==> src/rtl/btn_tx_sequencer.sv <==
// Debug helper: buffers UART RX words and releases them to UART TX on a debounced
// button press, optionally transforming each word (echo / increment / invert / drain).
module btn_tx_sequencer #(
  parameter int unsigned DATA_W          = 8,
  parameter int unsigned FIFO_DEPTH      = 4,
  parameter int unsigned DEBOUNCE_CYCLES = 1000000,
  parameter int unsigned INC_VAL         = 1,
  parameter int unsigned BUSY_TIMEOUT    = 16
) (
  input  logic                          clk,
  input  logic                          rst,
  input  logic                          btn,
  input  logic [1:0]                    mode,
  input  logic [DATA_W-1:0]             rx_data,
  input  logic                          rx_done,
  input  logic                          tx_busy,
  output logic [DATA_W-1:0]             tx_data,
  output logic                          tx_start,
  output logic [$clog2(FIFO_DEPTH):0]   fifo_count,
  output logic                          overflow
);

  localparam int unsigned PTR_W = $clog2(FIFO_DEPTH);
  localparam int unsigned CNT_W = PTR_W + 1;
  localparam int unsigned DB_W  = $clog2(DEBOUNCE_CYCLES);
  localparam int unsigned TMO_W = $clog2(BUSY_TIMEOUT + 1);

  localparam logic [1:0] S_IDLE      = 2'd0;
  localparam logic [1:0] S_WAIT_BUSY = 2'd1;
  localparam logic [1:0] S_WAIT_DONE = 2'd2;

  localparam logic [1:0] MODE_INC   = 2'd1;
  localparam logic [1:0] MODE_INV   = 2'd2;
  localparam logic [1:0] MODE_DRAIN = 2'd3;

  logic              sync1_q, sync1_d, sync2_q, sync2_d;
  logic              db_q, db_d, press_q, press_d;
  logic [DB_W-1:0]   db_cnt_q, db_cnt_d;

  logic [DATA_W-1:0] mem_q [FIFO_DEPTH];
  logic [DATA_W-1:0] mem_d [FIFO_DEPTH];
  logic [PTR_W-1:0]  wr_ptr_q, wr_ptr_d, rd_ptr_q, rd_ptr_d;
  logic [CNT_W-1:0]  count_q, count_d;
  logic              overflow_q, overflow_d;

  logic [1:0]        state_q, state_d;
  logic [TMO_W-1:0]  tmo_q, tmo_d;
  logic              pending_q, pending_d;
  logic [DATA_W-1:0] tx_data_q, tx_data_d;
  logic              tx_start_q, tx_start_d;

  logic              full, empty, pop, push_ok;
  logic [DATA_W-1:0] head, xform;

  // Synchroniser, debounce and rising-edge detection of the button
  always_comb begin
    sync1_d  = btn;
    sync2_d  = sync1_q;
    db_d     = db_q;
    db_cnt_d = '0;
    press_d  = 1'b0;
    if (sync2_q != db_q) begin
      if (db_cnt_q == DB_W'(DEBOUNCE_CYCLES - 1)) begin
        db_d    = sync2_q;
        press_d = sync2_q;
      end else begin
        db_cnt_d = db_cnt_q + DB_W'(1);
      end
    end
  end

  assign full    = (count_q == CNT_W'(FIFO_DEPTH));
  assign empty   = (count_q == '0);
  assign push_ok = rx_done && (!full || pop);
  assign head    = mem_q[rd_ptr_q];

  // Transform applied to the word leaving the FIFO
  always_comb begin
    case (mode)
      MODE_INC: xform = head + DATA_W'(INC_VAL);
      MODE_INV: xform = ~head;
      default:  xform = head;
    endcase
  end

  // Receive FIFO; a push while full survives only if a pop frees a slot the same cycle
  always_comb begin
    mem_d      = mem_q;
    wr_ptr_d   = wr_ptr_q;
    rd_ptr_d   = rd_ptr_q;
    count_d    = count_q;
    overflow_d = overflow_q;
    if (push_ok) begin
      mem_d[wr_ptr_q] = rx_data;
      wr_ptr_d        = wr_ptr_q + PTR_W'(1);
    end
    if (pop) begin
      rd_ptr_d = rd_ptr_q + PTR_W'(1);
    end
    if (push_ok && !pop) begin
      count_d = count_q + CNT_W'(1);
    end else if (!push_ok && pop) begin
      count_d = count_q - CNT_W'(1);
    end
    if (rx_done && full && !pop) begin
      overflow_d = 1'b1;
    end
  end

  // Send sequencer: trigger -> start pulse -> wait for busy rise -> wait for busy fall
  always_comb begin
    state_d    = state_q;
    tmo_d      = tmo_q;
    pending_d  = pending_q;
    tx_data_d  = tx_data_q;
    tx_start_d = 1'b0;
    pop        = 1'b0;
    case (state_q)
      S_IDLE: begin
        if (press_q || pending_q) begin
          pending_d = 1'b0;
          if (!empty) begin
            pop        = 1'b1;
            tx_data_d  = xform;
            tx_start_d = 1'b1;
            tmo_d      = '0;
            state_d    = S_WAIT_BUSY;
          end
        end
      end
      S_WAIT_BUSY: begin
        if (press_q) begin
          pending_d = 1'b1;
        end
        if (tx_busy) begin
          state_d = S_WAIT_DONE;
        end else if (tmo_q == TMO_W'(BUSY_TIMEOUT - 1)) begin
          state_d = S_IDLE;
        end else begin
          tmo_d = tmo_q + TMO_W'(1);
        end
      end
      S_WAIT_DONE: begin
        if (press_q) begin
          pending_d = 1'b1;
        end
        if (!tx_busy) begin
          if (mode == MODE_DRAIN && !empty) begin
            pop        = 1'b1;
            tx_data_d  = xform;
            tx_start_d = 1'b1;
            tmo_d      = '0;
            state_d    = S_WAIT_BUSY;
          end else begin
            state_d = S_IDLE;
          end
        end
      end
      default: state_d = S_IDLE;
    endcase
  end

  always_ff @(posedge clk or posedge rst) begin
    if (rst) begin
      sync1_q    <= 1'b0;
      sync2_q    <= 1'b0;
      db_q       <= 1'b0;
      db_cnt_q   <= '0;
      press_q    <= 1'b0;
      wr_ptr_q   <= '0;
      rd_ptr_q   <= '0;
      count_q    <= '0;
      overflow_q <= 1'b0;
      state_q    <= S_IDLE;
      tmo_q      <= '0;
      pending_q  <= 1'b0;
      tx_data_q  <= '0;
      tx_start_q <= 1'b0;
    end else begin
      sync1_q    <= sync1_d;
      sync2_q    <= sync2_d;
      db_q       <= db_d;
      db_cnt_q   <= db_cnt_d;
      press_q    <= press_d;
      wr_ptr_q   <= wr_ptr_d;
      rd_ptr_q   <= rd_ptr_d;
      count_q    <= count_d;
      overflow_q <= overflow_d;
      state_q    <= state_d;
      tmo_q      <= tmo_d;
      pending_q  <= pending_d;
      tx_data_q  <= tx_data_d;
      tx_start_q <= tx_start_d;
    end
  end

  // Storage needs no reset: occupancy is tracked by the pointers and count
  always_ff @(posedge clk) begin
    mem_q <= mem_d;
  end

  assign tx_data    = tx_data_q;
  assign tx_start   = tx_start_q;
  assign fifo_count = count_q;
  assign overflow   = overflow_q;

endmodule
==> config.mk <==
export PLATFORM = sky130hd
export DESIGN_NAME = btn_tx_sequencer
export DESIGN_NICKNAME = d
export VERILOG_FILES = /design/src/rtl/btn_tx_sequencer.sv
export SDC_FILE = /design/constraint.sdc
export NUM_CORES = 1
export LEC_CHECK = 0
export ABC_AREA = 1
export BUFFER_PORTS_ARGS = -buffer_cell sky130_fd_sc_hd__clkbuf_2
export CAP_MARGIN = 20
export CORE_UTILIZATION = 64
export CTS_BUF_LIST = sky130_fd_sc_hd__clkbuf_4 sky130_fd_sc_hd__clkbuf_8
export DETAILED_ROUTE_END_ITERATION = 8
export PLACE_DENSITY = 0.91
export SYNTH_ARGS = -nofsm -noshare
export SYNTH_HDL_FRONTEND = slang
export SYNTH_SLANG_ARGS = --single-unit
==> constraint.sdc <==
create_clock -name clk -period 3.85 [get_ports clk]
set_clock_uncertainty 0.15 [all_clocks]
set_input_delay 0.385 -clock clk [delete_from_list [all_inputs] [get_ports clk]]
set_output_delay 0.385 -clock clk [all_outputs]
set_load 0.02 [all_outputs]
# Word-level counts from Yosys, hierarchy flattened
# Index checks and enable logic that the tools add are counted.
# word_totals
wordCells	113
inputBits	15
reg_bits	81
# classes
addsub	7
n_reduce_logical	25
n_eq_ne	17
bitwise	3
n_lt_le_gt_ge	3
mux	40
# op_table
cell	n
8-bit two-way mux	7
20-bit two-way mux	2
32-bit bitwise mux	1
8-bit one-hot mux with 2 select lines	2
5-bit two-way mux	6
20-bit by 1-bit adder with 20-bit output (second input constant)	1
20-bit equality test (second input constant)	1
8-bit binary-select mux with 2-bit select	1
8-bit demux with 2-bit select	1
5-bit one-hot mux with 3 select lines	1
2-bit != test (second input constant)	6
2-bit two-way mux	5
1-bit two-way mux	9
8-bit by 1-bit adder with 8-bit output (second input constant)	1
8-bit NOT	1
1-bit logical AND	7
7-bit AND reduction	1
2-bit equality test (second input constant)	3
3-bit >= comparator (second input constant)	2
3-bit two-way mux	2
2-bit NOT with 3-bit output	2
2-bit one-hot mux with 3 select lines	1
2-bit nonzero test	3
5-bit by 1-bit adder with 5-bit output (second input constant)	1
21 further kinds	28

# Logic depth before layout (Yosys ltp)
# Gate-level depths: netlist of run 1.
# logic_depth
word_depth	12
ltp_mapped	17
depth_no_buf	17

# Worst setup path after synthesis of run 1
# OpenSTA, ideal clock, no wires.
# synth_path
path_type	reg-to-reg
start	reg count_q[0], in the netlist fifo_count[0]
end	reg count_q[1], in the netlist fifo_count[1]
setup_slack_ps	1385
stages_incl_launch_ff	15
t_arrival_ps	2190
n_path_buf	0
cell_sequence	dfrtp_1 nor2_1 nand2_1 nand2_1 nor2_1 nand2_1 nand2_2 inv_2 nand3_1 nand2_2 inv_2 ha_1 inv_1 fa_1 mux2_2
# synth_between
elab_cells_between_ends	21
classes_between	add/sub: 2; eq/ne: 1; mux: 7; reduce/logical: 11
# synth_rtl
element	line_no	text
start: declaration	43	logic [CNT_W-1:0] count_q, count_d;
start signal: assignment	187	count_q <= count_d;
3-bit logical NOT (*)	73	assign empty = (count_q == '0);
1-bit logical NOT	148	if (mode == MODE_DRAIN && !empty) begin
1-bit logical AND	148	
1-bit two-way mux	148	
1-bit two-way mux	147	if (!tx_busy) begin
1-bit one-hot mux with 2 select lines (*)	118	case (state_q)
via pop	52	logic full, empty, pop, push_ok;
1-bit logical OR (*)	74	assign push_ok = rx_done && (!full || pop);
1-bit logical AND (*)	74	
via push_ok	52	
1-bit logical AND (*)	100	if (push_ok && !pop) begin
3-bit two-way mux (*)	100	
via count_d[1]	43	
# The timed path passes the listed nets; every way through them passes the cells marked *. The select of a mux whose other input is x is not followed.
# A chain may end at the register's enable or synchronous reset.

# Worst setup path in the final report of run 1
# layout_path
start	reg state_q[0]
end	reg count_q[2], in the netlist fifo_count[2]
# layout_between
elab_chain_cells	7
elab_cells_between_ends	11
classes_between	eq/ne: 1; mux: 2; reduce/logical: 8
# layout_rtl
element	line_no	text
start: declaration	46	logic [1:0] state_q, state_d;
start signal: assignment	189	state_q <= state_d;
2-bit equality test or 2-bit logical NOT (tied branches)	118	
1-bit one-hot mux with 2 select lines (*)	118	
via pop	52	
1-bit logical OR (*)	74	
1-bit logical AND (*)	74	
via push_ok	52	
1-bit logical NOT	102	end else if (!push_ok && pop) begin
1-bit logical AND	102	
2-bit nonzero test (no line)	-	
# The timed path passes the listed nets; every way through them passes the cells marked *.

==> summary.txt, run 1 <==
Worst setup path
  • Crit Path Class: reg2reg
  • Reg2reg end: fifo_count[2]
  • R2R Path Start: state_q[0]
  • Required @ worst endpoint: 3.97 ns
  • Setup crit start kind: flip-flop
  • Worst setup EP type: flip-flop
  • Arrival time worst endpoint: 2.88 ns
  • Reg2Reg Depth: 17
  • CP max-delay cell: dfrtp_1
  • Slowest Stage Delay on Critical Path: 0.41 ns
  • Crit path max fanout: 6
  • Crit-path cells: inv_1 > ha_1 > inv_1 > nor2_1 > nand2_1 > nand2_2 > inv_2 > nand3_1 > nand2_2 > inv_2 > ha_1 > inv_1 > fa_1 > nor2_1 > nor2_1 > nand2_1 > xor2_1
  • Flop2flop setup slack: 1.09 ns

Yosys
  • Cell Area, Synth: 4170 um2
  • Ys flop type: dfrtp_1
  • Synth top area share: 29.4%
  • Post-synth cell types: 43
  • Async SR Flop Fraction: 60.5%
  • Sequential fraction of the synthesis area: 52.5%
  • Top cells by area, synth: dfrtp_1 (29%), edfxtp_1 (23%), nand2_1 (9.5%), inv_1 (6.1%), ha_1 (4.8%)
  • Total number of yosys warnings: 0
  • EDFF count, synth: 32
  • Syn_area_per_cell: 9.12 um2
  • Synthesized Nets: 489
  • Cell taking the most area after synthesis: dfrtp_1
  • Synthesized flop and latch total: 81
  • Gate Count Post-Synth: 457

Global routing
  • Total grt overflow: 0
  • Vias in the first global route: 2831
  • Initial antenna violation count: 0
  • Largest net degree at the start of global routing: 50
  • First-pass GRT wire length: 12100 um
  • GRT Total Usage: 23.8%

Clocking
  • Longest Clk Path Bufs: 2
  • Clock sinks: 81
  • Clock-pin slew on the worst setup and hold paths: 0.09 ns
  • Root Driver: clkbuf_8
  • CTS Buf Count: 9
  • Skew-Pair Late Insertion Delay: 0.34 ns
  • H-Tree Depth: 3
  • CTS tree: yes
  • Post-CTS setup repair buffer count: 0

Pwr
  • Sw Ratio: 28.7%
  • Clk pwr share: 32.8%
  • Pleak: 2.20 nW
  • Combinational share of power: 17.3%
  • PwrDens: 458 nW/um2
  • Net Sw Power: 0.607 mW
  • Part of the power in registers: 49.9%
  • P_int: 1.51 mW
  • Total power: 2.12 mW
  • Worst VDD drop: 0.000488 V

Timing
  • RSZ-0062 raised after global routing: false
  • Slew Viols, Final: 0
  • Finish-stage setup viols: 0
  • Hold Fails Final Rpt: 0
  • FMAX: 362 MHz
  • Max_slew headroom: 49.3%
  • Fin crit period: 2.76 ns
  • Tcrit/Tclk final: 71.7%
  • Worst Setup Slack, final: 1.09 ns
  • Worst-Margin Slew: 0.758 ns
  • Final setup TNS: 0 ns

Die
  • Initial Util: 66.0%
  • Die area: 6840 um2
  • Die W: 82.7 um
  • Ports: 28
  • Die Height: 82.7 um
  • Row cnt: 29
  • Core area: 6310 um2

Finish
  • Final net count: 525
  • Fill cell count: 451
  • Antenna cells: 0
  • Commonest cells after routing, fill and taps aside: nand2_1 (106), inv_1 (67), dfrtp_1 (49)
  • Commonest non-fill, non-tap cell in the layout: nand2_1
  • Layout area overhead: 10.9%
  • Share of post-route cells with drive strength above 1: 17.9%

Placement
  • IO buf count: 27
  • Post-DP HPWL: 5250 um
  • GP Congestion: 0.845
  • Setup Slack @ Placement: 1.17 ns

Run status
  • Status: finished clean

Route
  • DR WL/cell: 13.0 um
  • Starting DRT DRC Count: 183
  • Number of routed nets with antenna violations: 0
  • DR DRC count: 0
  • DR vias: 3053
  • Routed wire length: 7460 um
  • TritonRoute pass-1 iters: 5
  • Via density: 5.31

Min path
  • Hold depth: 1
  • Worst Hold End: mem_q[24]
  • HP Class: in2reg
  • HP Start: rx_data[0]

Flow run
  • Max-cap violations: 0
routing by layer:
layer  vias to the layer above  global-route usage [%]  part of all wire, %
li1                       1546                       -                    -
met1                      1420                    32.3                   48
met2                        75                    37.8                   48
met3                        12                    4.07                  3.5
met4                         0                    10.0                  1.2
met5                         -                       0                    0
logic make-up after synthesis:
logic type	count (synthesis)	share of synthesized area (%)
AND/OR/NAND/NOR	211	23.9
buffers and inverters	81	7.98
flip-flops	81	52.5
AO/OA/AOI/OAI	53	7.29
adder cells (fa/ha/maj)	17	5.28
XOR/XNOR	12	2.52
multiplexers	2	0.540
power groups by stage:
stage          Clock [mW]  Sequential [mW]  Combinational (mW)
3_5_place_dp            0             1.07               0.358
5_1_grt             0.736             1.06               0.416
2_1_floorplan           0             1.09               0.237
6_report            0.695             1.05               0.366
3_3_place_gp            0             1.07               0.346
4_1_cts             0.704             1.06               0.364
critical path: cells and delay by family (launching register included):
kind,cells,cell delay (ns)
XOR/XNOR,1,0.15
AND/OR/NAND/NOR,8,0.86
buffers and inverters,5,0.37
adder cells (fa/ha/maj),3,0.75
flip-flops,1,0.41
registers in the layout, indices dropped and copies added (netlist names):
| signal | flops |
|---|---|
| db_cnt_q | 20 |
| db_q | 1 |
| fifo_count | 3 |
| mem_q | 32 |
| overflow | 1 |
| pending_q | 1 |
| press_q | 1 |
| rd_ptr_q | 2 |
| state_q | 2 |
| sync1_q | 1 |
| sync2_q | 1 |
| tmo_q | 5 |
| tx_data | 8 |
| tx_start | 1 |
| wr_ptr_q | 2 |
stage by stage:
stage | cell area (um2) | utilization (%) | cells | hold WS [ns]
final | 4620 | 73.2 | 575 | 0.103
after global routing | 4620 | 73.2 | 575 | 0.0916
after CTS | 4590 | 72.7 | 573 | 0.0913
after detailed placement | 4360 | 69.1 | 556 | 0.200
after global placement | 4360 | 69.1 | 556 | 0.198
after floorplan | 4170 | - | 457 | 0.181
layout make-up:
class / instances / area [um2] / share of cell area [%]
Sequential cell: 81 / 2190 / 47.3
Multi-Input combinational cell: 295 / 1650 / 35.7
Inverter: 75 / 287 / 6.20
Timing Repair Buffer: 31 / 183 / 3.95
Clock buffer: 10 / 131 / 2.84
Tap cell: 77 / 96.3 / 2.08
Clock inverter: 6 / 88.8 / 1.92
synthesized netlist by cell type, drive strengths merged (2+ instances only):
cell	instances
edfxtp	32
xnor2	4
buf	5
xor2	8
dfrtp	49
nor3	7
nor3b	2
a31oi	2
o21ai	26
nand3	24
nor2	46
o211ai	3
mux2	2
inv	75
ha	16
nand2	123
a21oi	16
nand4	5
worst max path at each step:
stage,from,to,slack [ns],cells after the start
floorplan,fifo_count[0],fifo_count[1],1.39,14
global placement,mode[0],fifo_count[1],1.32,14
detailed placement,state_q[0],fifo_count[2],1.17,17
CTS,state_q[0],fifo_count[2],1.13,17
global route,state_q[0],fifo_count[2],0.92,17
finish,state_q[0],fifo_count[2],1.09,17
what timing repair did:
item	CTS	global route
hold buffers	1	1
endpoints found under the hold margin	1	10
gates resized for setup	0	0
No activity file was read; power rests on OpenSTA's default activity.
==> run 2: changes to the inputs <==
--- a/config.mk
+++ b/config.mk
@@ -8,10 +8,10 @@
 export ABC_AREA = 1
 export BUFFER_PORTS_ARGS = -buffer_cell sky130_fd_sc_hd__clkbuf_2
 export CAP_MARGIN = 20
-export CORE_UTILIZATION = 64
+export CORE_UTILIZATION = 63
 export CTS_BUF_LIST = sky130_fd_sc_hd__clkbuf_4 sky130_fd_sc_hd__clkbuf_8
 export DETAILED_ROUTE_END_ITERATION = 8
-export PLACE_DENSITY = 0.91
+export PLACE_DENSITY = 0.9
 export SYNTH_ARGS = -nofsm -noshare
 export SYNTH_HDL_FRONTEND = slang
 export SYNTH_SLANG_ARGS = --single-unit
==> constraint.sdc (replaced) <==
create_clock -name clk -period 2.7 [get_ports clk]
set_clock_uncertainty 0.15 [all_clocks]
set_input_delay 0.27 -clock clk [delete_from_list [all_inputs] [get_ports clk]]
set_output_delay 0.27 -clock clk [all_outputs]
set_load 0.02 [all_outputs]
==> run 2 against run 1 <==
  * Setup slack lost 0.99 ns
  * Via count grew 3.7%
  * Wire length grew 8.7%
  * Sequential power grew 43%
  * Die area grew 1.5%
  * Largest cell class unchanged
  * Combinational power grew 72%
  * Worst hold slack lost 0.093 ns
  * Utilization grew 2.0 points
  * Largest power group unchanged
  * Final cell count grew 3.1%
==> summary.txt, run 2 (same netlist as run 1, synthesis figures left out) <==
Clocking
  • Clock-pin slew on the worst setup and hold paths: 0.09 ns
  • H-Tree Depth: 3
  • CTS tree: yes
  • Skew-Pair Late Insertion Delay: 0.35 ns
  • Clock sinks: 81
  • CTS Buf Count: 9
  • Root Driver: clkbuf_8
  • Longest Clk Path Bufs: 2

Finish
  • Area of the multi-input gates: 1670 um2
  • Commonest non-fill, non-tap cell in the layout: nand2_1
  • Largest register FFs: 32
  • Final net count: 543
  • Share of post-route cells with drive strength above 1: 21.3%
  • FF+latch area: 2190 um2
  • Fill cell count: 415
  • Cell Count, Final, Fillers Out: 593
  • Most flops, register: mem_q
  • Commonest cells after routing, fill and taps aside: nand2_1 (106), inv_1 (66), dfrtp_1 (47)
  • Antenna cells: 0
  • Final instance area: 4810 um2
  • Layout area overhead: 15.3%

Timing
  • Tcrit/Tclk final: 96.5%
  • Fin crit period: 2.61 ns
  • Finish-stage setup viols: 0
  • Max_slew headroom: 59.8%
  • Worst-Margin Slew: 0.603 ns
  • FMAX: 384 MHz
  • Hold Fails Final Rpt: 0
  • Slew Viols, Final: 0

Route
  • Number of routed nets with antenna violations: 0
  • Via density: 5.34
  • DR DRC count: 0
  • DR WL/cell: 13.7 um
  • DR vias: 3167
  • Starting DRT DRC Count: 197
  • TritonRoute pass-1 iters: 5
  • Routed wire length: 8110 um

Die
  • Die Height: 83.3 um
  • Core area: 6390 um2
  • Die area: 6950 um2
  • Row cnt: 29
  • Initial Util: 65.3%
  • Ports: 28
  • Die W: 83.3 um

Global routing
  • Total grt overflow: 0
  • First-pass GRT wire length: 13300 um
  • Vias in the first global route: 2903
  • GRT Total Usage: 24.4%
  • Initial antenna violation count: 0
  • Largest net degree at the start of global routing: 50

Flow run
  • Max-cap violations: 0

Min path
  • Worst Hold End: mem_q[0]
  • HP Class: in2reg
  • Hold depth: 1
  • HP Start: rx_data[0]

Placement
  • IO buf count: 27
  • Post-DP HPWL: 5400 um
  • DP Area: 4420 um2
  • GP Congestion: 0.826
  • Dpl cells: 564

Worst setup path
  • CP startpoint: fifo_count[1]
  • Worst setup EP type: flip-flop
  • Setup crit start kind: flip-flop
  • Crit path max fanout: 4
  • Required @ worst endpoint: 2.79 ns
  • Crit Path Class: reg2reg
  • Arrival time worst endpoint: 2.70 ns
  • Reg2reg end: fifo_count[1]
  • R2R Path Start: fifo_count[1]
  • Reg2Reg Depth: 14
  • Flop2flop setup slack: 0.09 ns

Run status
  • Status: finished clean

Pwr
  • PwrDens: 666 nW/um2
  • Worst VDD drop: 0.000757 V
  • Pleak: 2.29 nW
  • Total power: 3.20 mW
## run 2: layout make-up
cell class	instances	share of cell area [%]
clock buffers	9	2.58
clock inverters	7	2.45
inverters	75	5.96
multi-input cells	295	34.8
flip-flops and latches	81	45.6
well taps	77	2.00
repair buffers	49	6.61
## run 2: how the worst max path moves through the flow
stage | slack (ns) | end
floorplan | 0.24 | fifo_count[1]
global placement | 0.19 | fifo_count[1]
detailed placement | -0.08 | fifo_count[2]
CTS | 0.02 | fifo_count[2]
global route | -0.008 | fifo_count[2]
finish | 0.09 | fifo_count[1]
## run 2: per-layer routing
layer  vias up  part of all wire (%)  global-route usage [%]
met5         -                     0                       0
met4         0                   1.7                    8.78
met3        18                   4.6                    4.08
met2        89                    48                    39.7
met1      1490                    45                    33.2
li1       1570                     -                       -
## run 2: critical path: stages (launching register included)
cell	delay [ns]
dfrtp_2	0.43
nor2_2	0.16
nand2_1	0.12
nand2_1	0.12
nor2_2	0.05
nand2_1	0.07
nand2_2	0.09
inv_2	0.07
nand3_2	0.08
nand2_2	0.09
inv_2	0.05
ha_1	0.18
inv_1	0.11
fa_1	0.43
mux2_2	0.28
## run 2: timing repair
action / in CTS / in global routing
pin swaps: 1 / 2
setup buffers: 2 / 4
resized for setup: 1 / 8
setup endpoints to repair: 2 / 2
hold buffers: 7 / 0
hold endpoints to repair: 70 / 0
## run 2: power by group
| group | switching (mW) | total [mW] | internal [mW] | leakage (nW) |
|---|---|---|---|---|
| Clock | 0.451 | 1.07 | 0.616 | 0.124 |
| Sequential | 0.0630 | 1.50 | 1.44 | 0.932 |
| Combinational | 0.392 | 0.629 | 0.236 | 1.23 |
## run 2: per-stage QoR
stage	hold slack (ns)	TNS, ns	utilization (%)	worst slack, ns
final	0.00944	0	75.3	0.0946
after global placement	0.183	0	69.2	0.190
after global routing	0.0110	-0.00897	75.3	-0.00795
after detailed placement	0.197	-0.0772	69.2	-0.0758
after floorplan	0.151	0	-	0.235
after CTS	0.00840	0	74.4	0.0192
==> run 3: changes to the inputs <==
--- a/config.mk
+++ b/config.mk
@@ -8,10 +8,10 @@
 export ABC_AREA = 1
 export BUFFER_PORTS_ARGS = -buffer_cell sky130_fd_sc_hd__clkbuf_2
 export CAP_MARGIN = 20
-export CORE_UTILIZATION = 63
+export CORE_UTILIZATION = 64
 export CTS_BUF_LIST = sky130_fd_sc_hd__clkbuf_4 sky130_fd_sc_hd__clkbuf_8
 export DETAILED_ROUTE_END_ITERATION = 8
-export PLACE_DENSITY = 0.9
+export PLACE_DENSITY = 0.91
 export SYNTH_ARGS = -nofsm -noshare
 export SYNTH_HDL_FRONTEND = slang
 export SYNTH_SLANG_ARGS = --single-unit
==> constraint.sdc (replaced) <==
create_clock -name clk -period 3.1 [get_ports clk]
set_clock_uncertainty 0.15 [all_clocks]
set_input_delay 0.31 -clock clk [delete_from_list [all_inputs] [get_ports clk]]
set_output_delay 0.31 -clock clk [all_outputs]
set_load 0.02 [all_outputs]
==> run 3 against run 2 <==
  * Via count down 3.7%
  * Setup slack better by 0.26 ns
  * Utilization decreased by 2.8 points
  * Clock power fell by 37%
  * Count of clock-buffer cells in the layout is 1 higher
  * Final area down 4.8%
  * Highest routed layer unchanged
  * Global-route usage decreased by 0.35 points
  * Wire length decreased by 7.6%
  * First-iteration DRC count is 26% higher
==> summary.txt, run 3 (same netlist as run 1, synthesis figures left out) <==
Finish
  • Commonest cells after routing, fill and taps aside: nand2_1 (106), inv_1 (67), dfrtp_1 (49)
  • Antenna cells: 0
  • Commonest non-fill, non-tap cell in the layout: nand2_1
  • Final instance area: 4570 um2
  • Share of post-route cells with drive strength above 1: 18.0%
  • Most flops, register: mem_q
  • Fill cell count: 467
  • Layout area overhead: 9.72%
  • Area of the multi-input gates: 1650 um2
  • FF+latch area: 2190 um2
  • Largest register FFs: 32
  • Final net count: 526

Die
  • Die W: 82.7 um
  • Ports: 28
  • Die area: 6840 um2
  • Row cnt: 29
  • Initial Util: 66.0%
  • Core area: 6310 um2
  • Die Height: 82.7 um

Min path
  • Hold depth: 1
  • HP Class: in2reg
  • Worst Hold End: mem_q[18]
  • HP Start: rx_data[2]

Clocking
  • Skew-Pair Late Insertion Delay: 0.35 ns
  • Root Driver: clkbuf_8
  • CTS Buf Count: 9
  • Clock-pin slew on the worst setup and hold paths: 0.08 ns
  • CTS tree: yes
  • Longest Clk Path Bufs: 2
  • Clock sinks: 81
  • H-Tree Depth: 3
  • Post-CTS setup repair buffer count: 0

Timing
  • Worst-Margin Slew: 0.781 ns
  • Slew Viols, Final: 0
  • Final setup TNS: 0 ns
  • Worst Setup Slack, final: 0.350 ns
  • Fin crit period: 2.75 ns
  • Hold_ws: 0.0282 ns
  • Hold Fails Final Rpt: 0
  • RSZ-0062 raised after global routing: false
  • Max_slew headroom: 47.7%
  • FMAX: 364 MHz
  • Tcrit/Tclk final: 88.7%
  • Finish-stage setup viols: 0

Route
  • Routed wire length: 7500 um
  • DR WL/cell: 13.0 um
  • Via density: 5.30
  • TritonRoute pass-1 iters: 5
  • Starting DRT DRC Count: 248
  • DR DRC count: 0
  • DR vias: 3051
  • Number of routed nets with antenna violations: 0

Global routing
  • Vias in the first global route: 2880
  • GRT Total Usage: 24.0%
  • Initial antenna violation count: 0
  • Largest net degree at the start of global routing: 50
  • First-pass GRT wire length: 12200 um
  • Total grt overflow: 0

Worst setup path
  • Crit path max fanout: 6
  • Crit Path Class: reg2reg
  • Flop2flop setup slack: 0.35 ns
  • Reg2reg end: fifo_count[2]
  • Setup crit start kind: flip-flop
  • Required @ worst endpoint: 3.22 ns
  • Reg2Reg Depth: 17
  • Worst setup EP type: flip-flop
  • R2R Path Start: state_q[0]
  • Arrival time worst endpoint: 2.87 ns

Flow run
  • Max-cap violations: 0

Placement
  • IO buf count: 27
  • GP Congestion: 0.840
  • DP Area: 4370 um2
  • Setup Slack @ Placement: 0.404 ns
  • Post-DP HPWL: 5370 um

Pwr
  • Pleak: 2.18 nW
  • PwrDens: 535 nW/um2
  • Worst VDD drop: 0.000543 V

Run status
  • Status: finished clean
[run 3: cell count changes in the layout (fill, tap and decap cells not counted), sizes merged]
| cell | delta |
|---|---|
| dlygate4sd3 | -5 |
| bufinv | -3 |
| clkinv | +1 |
| buf | -12 |
| clkbuf | +1 |
| clkinvlp | +1 |
[run 3: cell type report]
cell class	count	area share, %
Clock buffer	10	2.87
Clock inverter	6	0.739
Inverter	75	6.26
Multi-Input combinational cell	295	36.1
Sequential cell	81	47.8
Tap cell	77	2.11
Timing Repair Buffer	32	4.16
[run 3: critical path, stage by stage, from the launching register on]
cell and delay (ns):
dfrtp_1 0.42, inv_1 0.12, ha_1 0.24, inv_1 0.05, nor2_1 0.15, nand2_1 0.08, nand2_2 0.11, inv_2 0.05
nand3_1 0.10, nand2_2 0.12, inv_2 0.09, ha_1 0.13, inv_1 0.07, fa_1 0.40, nor2_1 0.14, nor2_1 0.06
nand2_1 0.07, xor2_1 0.14
[run 3: routing by layer]
layer	vias to the layer above	track usage [%]	wire length, um
met3	14	4.95	428
met1	1402	30.6	3320
met4	0	10.0	121
met5	-	0	0
li1	1536	-	-
met2	99	39.8	3620
[run 3: how the worst max path moves through the flow]
stage	startpoint	end	cells after the start
6_report	state_q[0]	fifo_count[2]	17
5_1_grt	state_q[0]	fifo_count[2]	17
4_1_cts	state_q[0]	fifo_count[2]	17
3_5_place_dp	state_q[0]	fifo_count[2]	17
3_3_place_gp	fifo_count[0]	fifo_count[1]	14
2_1_floorplan	fifo_count[0]	fifo_count[1]	14
[run 3: repair_timing]
item,in CTS,in global routing
gates resized for setup,0,0
hold buffers,1,1
hold endpoints to repair,1,49
[run 3: stage by stage]
step                total power [mW]  util [%]  std cells
finish                          2.45      72.5        576
floorplan                       1.65         -        457
global placement                1.76      69.2        557
global route                    2.57      72.5        576
CTS                             2.45      72.0        574
detailed placement              1.79      69.2        557
[run 3: power by group]
part / total, mW / internal (mW) / switching [mW]
logic: 0.463 / 0.158 / 0.305
clock network: 0.672 / 0.295 / 0.377
registers: 1.31 / 1.25 / 0.0577
